$ cat src/rtl/spi_interface.sv
// spi_interface: transmit-only SPI master (mode 0) that shifts out a DATA_W-bit
// word whenever the parallel input differs from the last word sent.
// Optional build macro: SPI_INTERFACE_LSB_FIRST_EN selects LSB-first bit order
// (default, macro undefined: MSB first).
module spi_interface #(
  parameter int unsigned DATA_W     = 40,
  parameter int unsigned CLK_DIV    = 2,
  parameter int unsigned GAP_CYCLES = 4
) (
  input  logic              clk,
  input  logic              reset,
  input  logic [DATA_W-1:0] data,
  output logic [7:0]        counter,
  output logic              spi_sclk,
  output logic              spi_data
);

  localparam int unsigned TMR_W = (CLK_DIV > 1) ? $clog2(CLK_DIV) : 1;
  localparam int unsigned GAP_W = (GAP_CYCLES > 1) ? $clog2(GAP_CYCLES) : 1;
  localparam logic [TMR_W-1:0] TMR_LAST = TMR_W'(CLK_DIV - 1);
  localparam logic [GAP_W-1:0] GAP_LAST = GAP_W'(GAP_CYCLES - 1);
  localparam logic [7:0]       CNT_LAST = 8'(DATA_W);

  typedef enum logic [1:0] {
    IDLE  = 2'd0,
    SHIFT = 2'd1,
    GAP   = 2'd2
  } state_t;

  state_t             state, state_d;
  logic [DATA_W-1:0]  shift_reg, shift_reg_d;
  logic [DATA_W-1:0]  last_word, last_word_d;
  logic [TMR_W-1:0]   timer, timer_d;
  logic [GAP_W-1:0]   gap_cnt, gap_cnt_d;
  logic [7:0]         counter_d;
  logic               spi_sclk_d;
  logic               spi_data_d;

  logic               start;
  logic               half_done;
  logic               fall;
  logic               last_bit;
  logic [7:0]         counter_inc;
  logic               load_bit;
  logic               next_bit;
  logic [DATA_W-1:0]  shift_next;

  assign start       = (data != last_word);
  assign half_done   = (timer == TMR_LAST);
  assign fall        = half_done && spi_sclk;
  assign counter_inc = 8'(counter + 8'd1);
  assign last_bit    = (counter_inc == CNT_LAST);

  // Bit-order selection; the register rotates so no bit is left dangling,
  // and only the first DATA_W bits out of it are ever driven onto spi_data.
`ifdef SPI_INTERFACE_LSB_FIRST_EN
  assign load_bit   = data[0];
  assign next_bit   = shift_reg[1];
  assign shift_next = {shift_reg[0], shift_reg[DATA_W-1:1]};
`else
  assign load_bit   = data[DATA_W-1];
  assign next_bit   = shift_reg[DATA_W-2];
  assign shift_next = {shift_reg[DATA_W-2:0], shift_reg[DATA_W-1]};
`endif

  // State register.
  always_ff @(posedge clk or negedge reset) begin
    if (!reset) state <= IDLE;
    else        state <= state_d;
  end

  // Next-state: start on a new word, finish after the last falling edge, gap then idle.
  always_comb begin
    state_d = state;
    case (state)
      IDLE:    if (start) state_d = SHIFT;
      SHIFT:   if (fall && last_bit) state_d = GAP;
      GAP:     if (gap_cnt == GAP_LAST) state_d = IDLE;
      default: state_d = IDLE;
    endcase
  end

  // Output/datapath next values for every registered signal.
  always_comb begin
    shift_reg_d = shift_reg;
    last_word_d = last_word;
    timer_d     = timer;
    gap_cnt_d   = gap_cnt;
    counter_d   = counter;
    spi_sclk_d  = spi_sclk;
    spi_data_d  = spi_data;
    case (state)
      IDLE: begin
        spi_sclk_d = 1'b0;
        spi_data_d = 1'b0;
        counter_d  = 8'd0;
        timer_d    = '0;
        gap_cnt_d  = '0;
        if (start) begin
          shift_reg_d = data;
          last_word_d = data;
          spi_data_d  = load_bit;
        end
      end
      SHIFT: begin
        if (half_done) begin
          timer_d = '0;
          if (!spi_sclk) begin
            spi_sclk_d = 1'b1;
          end else begin
            spi_sclk_d  = 1'b0;
            counter_d   = counter_inc;
            shift_reg_d = shift_next;
            spi_data_d  = last_bit ? 1'b0 : next_bit;
          end
        end else begin
          timer_d = TMR_W'(timer + 1'b1);
        end
      end
      GAP: begin
        spi_sclk_d = 1'b0;
        spi_data_d = 1'b0;
        counter_d  = CNT_LAST;
        gap_cnt_d  = GAP_W'(gap_cnt + 1'b1);
        if (gap_cnt == GAP_LAST) begin
          counter_d = 8'd0;
          gap_cnt_d = '0;
        end
      end
      default: begin
        spi_sclk_d = 1'b0;
        spi_data_d = 1'b0;
        counter_d  = 8'd0;
      end
    endcase
  end

  // Datapath and output registers.
  always_ff @(posedge clk or negedge reset) begin
    if (!reset) begin
      shift_reg <= '0;
      last_word <= '0;
      timer     <= '0;
      gap_cnt   <= '0;
      counter   <= 8'd0;
      spi_sclk  <= 1'b0;
      spi_data  <= 1'b0;
    end else begin
      shift_reg <= shift_reg_d;
      last_word <= last_word_d;
      timer     <= timer_d;
      gap_cnt   <= gap_cnt_d;
      counter   <= counter_d;
      spi_sclk  <= spi_sclk_d;
      spi_data  <= spi_data_d;
    end
  end

endmodule

$ cat config.mk
export PLATFORM = sky130hd
export DESIGN_NAME = spi_interface
export DESIGN_NICKNAME = d
export VERILOG_FILES = /design/src/rtl/spi_interface.sv
export SDC_FILE = /design/constraint.sdc
export NUM_CORES = 1
export LEC_CHECK = 0
export ABC_AREA = 1
export BUFFER_PORTS_ARGS = -buffer_cell sky130_fd_sc_hd__buf_2
export CAP_MARGIN = 5
export CORE_UTILIZATION = 29
export CTS_BUF_LIST = sky130_fd_sc_hd__clkbuf_16
export DETAILED_ROUTE_END_ITERATION = 10
export GPL_ROUTABILITY_DRIVEN = 0
export PLACE_DENSITY_LB_ADDON = 0.3
export SLEW_MARGIN = 20
export SYNTH_ARGS = -nofsm -noshare
export SYNTH_HDL_FRONTEND = slang
export SYNTH_SLANG_ARGS = --single-unit
$ cat constraint.sdc
create_clock -name clk -period 4.62 [get_ports clk]
set_clock_uncertainty 0.05 [all_clocks]
set_input_delay 0.693 -clock clk [delete_from_list [all_inputs] [get_ports clk]]
set_output_delay 0.693 -clock clk [all_outputs]
set_load 0.02 [all_outputs]
==> impl_results.md, run 1 <==
* Sequential Power Share at 48.8%
* RR Endpoint: shift_reg[10]
* Top Family by Delay on Critical Path: simple AND/OR/NAND/NOR gates
* Pwr/cell area at 331.7 nW/um^2
* Tot GR Track Use at 13.57%
* Sw Share at 23.51%
* Main combinational cell family by area after synthesis: simple AND/OR/NAND/NOR gates
* Slew HR at 39.64%
* Clock transition at path regs at 0.07 ns
* Crit path time final at 2.646 ns
* RSZ-0062 raised after global routing: no
* Drt pass-1 iters at 4
* Clock sink count at 95
* DRC Markers at 0
* Final setup TNS at 0 ns
* Type of the most critical hold path: in -> async
* Vias per cell at 4.289
* Seq/Total Area, Yosys at 49.69%
* Share of layout cells above drive strength 1 at 12.96%
* Simple-Gate Fraction of Synth Area at 20.79%
* Vias at 3740
* Crit path buffers/inverters at 3
* Complex-gate fraction of the synthesized area at 14.36%
* Die Width at 130.4 um
* Root Buffer: clkbuf_16
* Clock network fraction of total power at 43.4%
* CTS tree: done
* Synth cell types at 28
* Period utilization at 57.27%
* Number of global-route vias before repair at 3439
* N_diodes at 0
* P_int at 1.398 mW
* Row count at 46
* Worst path required time at 4.84 ns
* Outcome: complete, no violations
* Total I/O pin count at 52
* DR WL/cell at 12.22 um
* Initial Util at 29.90%
* Critical-path cell list: inv_1, ha_1, inv_2, nor2_2, a21oi_1, nand2_2, buf_4, nand2_1, o21ai_1
* CTS Buffer Depth at 2
* Worst setup SP type: flip-flop
* Hold buffer count at cts at 0
* NetSw at 0.4295 mW
* Largest net degree at the start of global routing at 80
* Post-Synth Adder-Cell Area at 1.308%
* Initial antenna violation count at 2
* Pins Over Slew Limit at 0
* Mux share of post-synthesis cell area at 0%
* Routed wire length at 10660 um
* Hold violation count in the final report at 0
* Final Power at 1.827 mW
* Core Footprint at 16000 um^2
* Htree depth at 3
* Post-Syn Nets at 659
* PostCTS Resize Cnt at 0
* Crit path DAT at 2.87 ns
* Synth Warn # at 0
* Reg2Reg Depth at 9
* Post-CTS setup buffer count at 0
* Comb power frac at 7.8%
* Antenna-violating nets left at 0
* Final nets at 698
* Die ar. at 17020 um^2
* # port buffers at 51
* CP max FO at 48
* Fmax at 0.3780 GHz
* Mapped Avg Cell Area at 7.818 um^2
* Overflow after GRT at 0
* Crit-path slowest cell: nand2_2
* Leak at 2.786 nW
* Max IR drop VDD at 0.0001968 V
* Netlist Area Pre-Place at 4785 um^2
* Commonest cells after routing, fill and taps aside: nand2_1, o21ai_0, dfrtp_1, inv_1, buf_2
* Worst r2r src: state[1]
* WS Path Type: reg -> reg
* Max_cap viols at 0
* First-pass GRT wire length at 17540 um
* CP Capture Type: flip-flop
* Reg2Reg Setup Slack at 1.97 ns
* #FFs+latches synth at 95
* Post-synthesis xor/xnor area fraction at 5.126%
* Max stage delay on crit path at 0.55 ns
* Commonest non-fill, non-tap cell in the layout: nand2_1
* DR iter-0 viols at 192
* Final setup vio count at 0
* Clock latency on the worst-skew pair at 0.35 ns
* TritonCTS Buffers at 9
* Worst-Margin Slew at 0.9055 ns
* Dpl hpwl at 7524 um
* P&R area growth vs syn at 15.14%
* Die Y at 130.4 um
* Syn Inst Count at 612
==> Yosys cell counts (all sizes together) <==
library cell / number / area share [%]
o22ai: 1 / 0.13
ha: 5 / 1.3
buf: 15 / 2.0
dfrtp: 95 / 50
nand2: 215 / 17
a21o: 1 / 0.16
a22o: 2 / 0.37
nand4: 4 / 0.65
o211ai: 1 / 0.16
inv: 74 / 5.8
o21ai: 124 / 13
nor2: 21 / 1.8
clkbuf: 11 / 0.89
xor2: 4 / 0.73
a21oi: 4 / 0.42
xnor2: 24 / 4.4
nand3: 11 / 1.3
==> worst register-to-register path, stage by stage (launching register included) <==
cell and delay (ns):
dfrtp_1 0.40, inv_1 0.08, ha_1 0.38, inv_2 0.13, nor2_2 0.25, a21oi_1 0.10, nand2_2 0.55, buf_4 0.44
nand2_1 0.10, o21ai_1 0.09
==> worst max path at each step <==
| stage | to | cells past startpoint | from |
|---|---|---|---|
| floorplan | last_word[0] | 11 | data[14] |
| detailed placement | shift_reg[19] | 12 | data[33] |
| global placement | shift_reg[32] | 8 | data[0] |
| CTS | shift_reg[10] | 9 | state[1] |
| finish | shift_reg[10] | 9 | state[1] |
| global route | shift_reg[11] | 9 | state[1] |
==> power groups by stage <==
| stage | registers, mW | logic, mW | clock network (mW) |
|---|---|---|---|
| detailed placement | 0.906 | 0.148 | 0 |
| global route | 0.895 | 0.168 | 0.849 |
| global placement | 0.906 | 0.146 | 0 |
| CTS | 0.890 | 0.148 | 0.818 |
| floorplan | 0.901 | 0.0826 | 0 |
| finish | 0.891 | 0.143 | 0.793 |
==> layer usage <==
metal | vias to the layer above | routed length, um | GRT usage [%]
met1 | 1687 | 5304 | 18.43
li1 | 1988 | - | -
met5 | - | 13 | 0
met3 | 18 | 318 | 2.565
met4 | 2 | 263 | 6.964
met2 | 45 | 4754 | 20.65
==> per-stage QoR <==
stage               hold slack [ns]  utilization (%)  setup WS [ns]  instances  area [um^2]
floorplan                    0.3474                -          2.742        612         4785
global placement             0.4130            32.47          1.639        856         5195
detailed placement           0.4176            32.47          1.608        856         5195
CTS                          0.4346            34.43          1.913        872         5509
global route                 0.4426            34.43          1.631        872         5509
finish                       0.4052            34.43          1.974        872         5509
==> cells by family after synthesis <==
family | Yosys count
fa+ha+maj | 5
buf+inv | 100
flops | 95
xor+xnor | 28
compound gates | 133
simple gates | 251
==> final cells by class <==
cell class                      count  area [um^2]
Clock buffer                        9        225.2
Inverter                           74        277.8
Multi-Input combinational cell    417         1989
Clock inverter                      7        88.84
Timing Repair Buffer               54        280.3
Sequential cell                    95         2377
Tap cell                          216        270.3
Fill cell                        1780        10490
Note: power is estimated with default switching activity, not from simulation.
==> run 2: changes to the inputs <==
==> constraint.sdc (replaced) <==
create_clock -name clk -period 2.3 [get_ports clk]
set_clock_uncertainty 0.05 [all_clocks]
set_input_delay 0.345 -clock clk [delete_from_list [all_inputs] [get_ports clk]]
set_output_delay 0.345 -clock clk [all_outputs]
set_load 0.02 [all_outputs]
==> impl_results.md, run 2 (same netlist as run 1, synthesis figures left out) <==
* Outcome: complete, but fails checks
* Failing checks: negative hold slack
* P&R area growth vs syn at 16.63%
* Die Y at 130.4 um
* RSZ-0062 raised after global routing: no
* Pins Over Slew Limit at 0
* Hold violation count in the final report at 4
* Most common cell on crit path: nand2_1
* Share of layout cells above drive strength 1 at 13.60%
* DR iter-0 viols at 272
* # port buffers at 51
* Area of the multi-input gates at 1989 um^2
* Crit path DAT at 2.09 ns
* Initial Util at 29.90%
* Max IR drop VDD at 0.0003349 V
* Top Family by Delay on Critical Path: simple AND/OR/NAND/NOR gates
* Tot GR Track Use at 13.18%
* Drt pass-1 iters at 4
* Worst setup SP type: flip-flop
* Row count at 46
* CP Capture Type: flip-flop
* Commonest cells after routing, fill and taps aside: nand2_1, o21ai_0, dfrtp_1, inv_1, buf_2
* Layout Cells excl Fill at 878
* Number of global-route vias before repair at 3405
* Commonest non-fill, non-tap cell in the layout: nand2_1
* Worst r2r src: last_word[4]
* Reg2Reg Depth at 10
* Die Width at 130.4 um
* Type of the most critical hold path: in -> async
* Clock latency on the worst-skew pair at 0.35 ns
* PostCTS Resize Cnt at 0
* Routed wire length at 10480 um
* CP max FO at 48
* Post-DP Area at 5290 um^2
* Max stage delay on crit path at 0.39 ns
* Crit path time final at 1.878 ns
* Slew HR at 64.79%
* Crit path capture: shift_reg[5]
* Leak at 2.826 nW
* Antenna-violating nets left at 0
* Final setup vio count at 0
* Placed cell count at 862
* RR Endpoint: shift_reg[5]
* Vias at 3710
* Final Cell Area at 5580 um^2
* Root Buffer: clkbuf_16
* Setup crit start: last_word[4]
* TritonCTS Buffers at 9
* Dpl hpwl at 7318 um
* Crit. path cell count at 10
* Core Footprint at 16000 um^2
* Pwr/cell area at 637.8 nW/um^2
* Hold buffer count at cts at 0
* Htree depth at 3
* CTS tree: done
* Overflow after GRT at 0
* Storage cell area at 2377 um^2
* Period utilization at 81.67%
* Worst path required time at 2.52 ns
* Worst-Margin Slew at 0.5281 ns
* Crit-path slowest cell: dfrtp_1
* Final setup TNS at 0 ns
* WS Path Type: reg -> reg
* Clock transition at path regs at 0.06 ns
* Vias per cell at 4.226
* CTS Buffer Depth at 2
* Post-CTS setup buffer count at 0
* Crit path buffers/inverters at 1
* Total I/O pin count at 52
* Initial antenna violation count at 1
* Fmax at 0.5323 GHz
* DRC Markers at 0
* Reg2Reg Setup Slack at 0.42 ns
* DR WL/cell at 11.94 um
* Largest net degree at the start of global routing at 96
* # fillers at 1750
* Clock sink count at 95
* Critical-path cell list: xnor2_1, nand2_1, nor2_1, nand2_1, nor2_2, nand4_2, nand2_2, buf_12, nand2_1, o21ai_1
* Die ar. at 17020 um^2
* Final nets at 704
* Max_cap viols at 0
* Hold WS at -0.01347 ns
* First-pass GRT wire length at 17070 um
* N_diodes at 0
[run 2: changes by cell type in the layout (fill, tap and decap cells not counted), sizes merged]
cell / before / now
inv: 75 / 77
clkinv: 3 / 1
clkinvlp: 1 / 2
bufinv: 2 / 1
buf: 54 / 60
[run 2: area by class of cell]
cell class	count	area share, %
Sequential cell	95	42.60
Multi-Input combinational cell	417	35.65
Timing Repair Buffer	60	6.726
Inverter	74	4.978
Tap cell	216	4.843
Clock buffer	9	4.036
Clock inverter	7	1.166
[run 2: worst reg2reg max path, cell delays in order (launching register included)]
cell	delay, ns
dfrtp_1	0.39
xnor2_1	0.15
nand2_1	0.12
nor2_1	0.13
nand2_1	0.11
nor2_2	0.17
nand4_2	0.14
nand2_2	0.14
buf_12	0.22
nand2_1	0.09
o21ai_1	0.09
[run 2: worst min path at each step]
stage | startpoint | end | slack [ns] | cells after the start
2_1_floorplan | reset | counter[0] | -0.0006 | 0
3_3_place_gp | reset | counter[2] | 0.40 | 2
3_5_place_dp | reset | counter[2] | 0.39 | 2
4_1_cts | reset | counter[1] | 0.02 | 2
5_1_grt | reset | counter[7] | 0.03 | 2
6_report | reset | counter[7] | -0.01 | 2
[run 2: routing by layer]
layer	GRT usage, %	wire length [um]	part of all wire [%]	vias up
met5	0	13	0.12	-
li1	-	-	-	2000
met1	18.56	5410	52	1656
met4	4.665	145	1.4	2
met2	19.87	4640	44	43
met3	2.932	269	2.6	9
[run 2: where the power goes]
group	switching (mW)	internal (mW)
Combinational	0.169	0.122
Clock	0.645	0.835
Sequential	0.0439	1.74
[run 2: per-stage QoR]
step / utilization (%) / hold WS, ns / worst slack [ns] / total power, mW
global placement: 33.06 / 0.3974 / 0.3265 / 2.115
CTS: 34.88 / 0.01909 / 0.3669 / 3.617
global route: 34.88 / 0.03328 / 0.1852 / 3.726
finish: 34.88 / -0.01347 / 0.4215 / 3.559
floorplan: - / -0.0005911 / 0.5543 / 1.975
detailed placement: 33.06 / 0.3929 / 0.3090 / 2.118
==> run 3: changes to the inputs <==
==> constraint.sdc (replaced) <==
create_clock -name clk -period 1.97 [get_ports clk]
set_clock_uncertainty 0.05 [all_clocks]
set_input_delay 0.2955 -clock clk [delete_from_list [all_inputs] [get_ports clk]]
set_output_delay 0.2955 -clock clk [all_outputs]
set_load 0.02 [all_outputs]
==> impl_results.md, run 3 (same netlist as run 1, synthesis figures left out) <==
* Final setup vio count at 0
* Comb power frac at 8.7%
* # port buffers at 51
* Hold WS at 0.1933 ns
* DR WL/cell at 12.16 um
* P&R area growth vs syn at 18.80%
* Die ar. at 17020 um^2
* Worst path required time at 2.18 ns
* Reg2Reg Depth at 8
* Antenna-violating nets left at 0
* Dpl hpwl at 7707 um
* NetSw at 0.9674 mW
* CTS tree: done
* Sw Share at 24.28%
* Overflow after GRT at 0
* CP Capture Type: flip-flop
* Row count at 46
* Root Buffer: clkbuf_16
* Core Footprint at 16000 um^2
* Clock network fraction of total power at 38.8%
* CP max FO at 38
* Leak at 2.890 nW
* Commonest cells after routing, fill and taps aside: nand2_1, o21ai_0, dfrtp_1, inv_1, buf_2
* Initial antenna violation count at 0
* Die Y at 130.4 um
* Share of layout cells above drive strength 1 at 14.93%
* First-pass GRT wire length at 17360 um
* Crit path DAT at 2.03 ns
* Tot GR Track Use at 13.26%
* Commonest non-fill, non-tap cell in the layout: nand2_1
* Worst-Margin Slew at 0.5236 ns
* Worst setup SP type: flip-flop
* Hold violation count in the final report at 0
* Clock sink count at 95
* Post-route worst setup slack at 0.1462 ns
* Max IR drop VDD at 0.0003817 V
* Vias per cell at 4.260
* Pwr/cell area at 701.0 nW/um^2
* Htree depth at 3
* Clock transition at path regs at 0.06 ns
* Max_cap viols at 0
* N_diodes at 0
* Final Power at 3.985 mW
* Number of global-route vias before repair at 3544
* Fmax at 0.5483 GHz
* Slew HR at 65.09%
* Placed cell count at 867
* Routed wire length at 10770 um
* Final nets at 712
* WS Path Type: reg -> reg
* Layout Cells excl Fill at 886
* Outcome: complete, no violations
* Total I/O pin count at 52
* Sequential Power Share at 52.5%
* Die Width at 130.4 um
* DRC Markers at 0
* Period utilization at 92.58%
* Final setup TNS at 0 ns
* Vias at 3774
* Pins Over Slew Limit at 0
* Dpl ws at 0.1071 ns
* Drt pass-1 iters at 4
* Type of the most critical hold path: in -> reg
* Crit path time final at 1.824 ns
* DR iter-0 viols at 228
* Clock latency on the worst-skew pair at 0.33 ns
* Initial Util at 29.90%
* P_int at 3.017 mW
* Largest net degree at the start of global routing at 96
* CTS Buffer Depth at 2
* Hold path depth at 3
* TritonCTS Buffers at 9
## run 3: power by group through the flow
stage          clock, mW  combinational (mW)  sequential, mW
2_1_floorplan          0               0.194            2.11
5_1_grt             1.67               0.406            2.10
6_report            1.55               0.348            2.09
4_1_cts             1.60               0.354            2.09
3_5_place_dp           0               0.352            2.12
3_3_place_gp           0               0.347            2.12
## run 3: final cells by class
cell class | instances | area, um^2
fillers | 1737 | 10320
flip-flops and latches | 95 | 2377
multi-input cells | 417 | 2021
repair buffers | 68 | 480.5
inverters | 74 | 277.8
well taps | 216 | 270.3
clock buffers | 9 | 225.2
clock inverters | 7 | 32.53
## run 3: stage by stage
stage	utilization, %	area, um^2
3_3_place_gp	33.45	5353
4_1_cts	35.13	5620
3_5_place_dp	33.45	5353
2_1_floorplan	-	4785
5_1_grt	35.53	5684
6_report	35.53	5684
## run 3: critical path: stages, from the launching register on
cell	delay, ns
dfrtp_1	0.40
xnor2_1	0.29
nand4_1	0.13
nor2_1	0.21
nand4_2	0.16
nand2_4	0.14
buf_12	0.19
nand2_1	0.07
o21ai_1	0.08
## run 3: what timing repair did
action,4_1_cts,5_1_grt
resized for setup,0,5
hold buffers,1,0
buffers inserted,0,1
setup endpoints to repair,0,9
endpoints found under the hold margin,53,0
## run 3: per-layer routing
layer	up-vias	share of wire [%]	global-route usage, %	routed length, um
li1	2016	-	-	-
met1	1707	51	18.33	5444
met2	43	46	20.99	4924
met3	8	2.5	2.239	272
met4	0	1.2	4.598	130
met5	-	0	0	0
## run 3: worst paths after layout
check | start | end | slack (ns)
max reg2reg | last_word[9] | shift_reg[5] | 0.15
max in group asynchronous | reset | last_word[13] | 0.97
min | data[27] | last_word[27] | 0.19
min reg2reg | shift_reg[24] | shift_reg[24] | 0.43
max | last_word[9] | shift_reg[5] | 0.15
min in group asynchronous | reset | counter[2] | 0.51
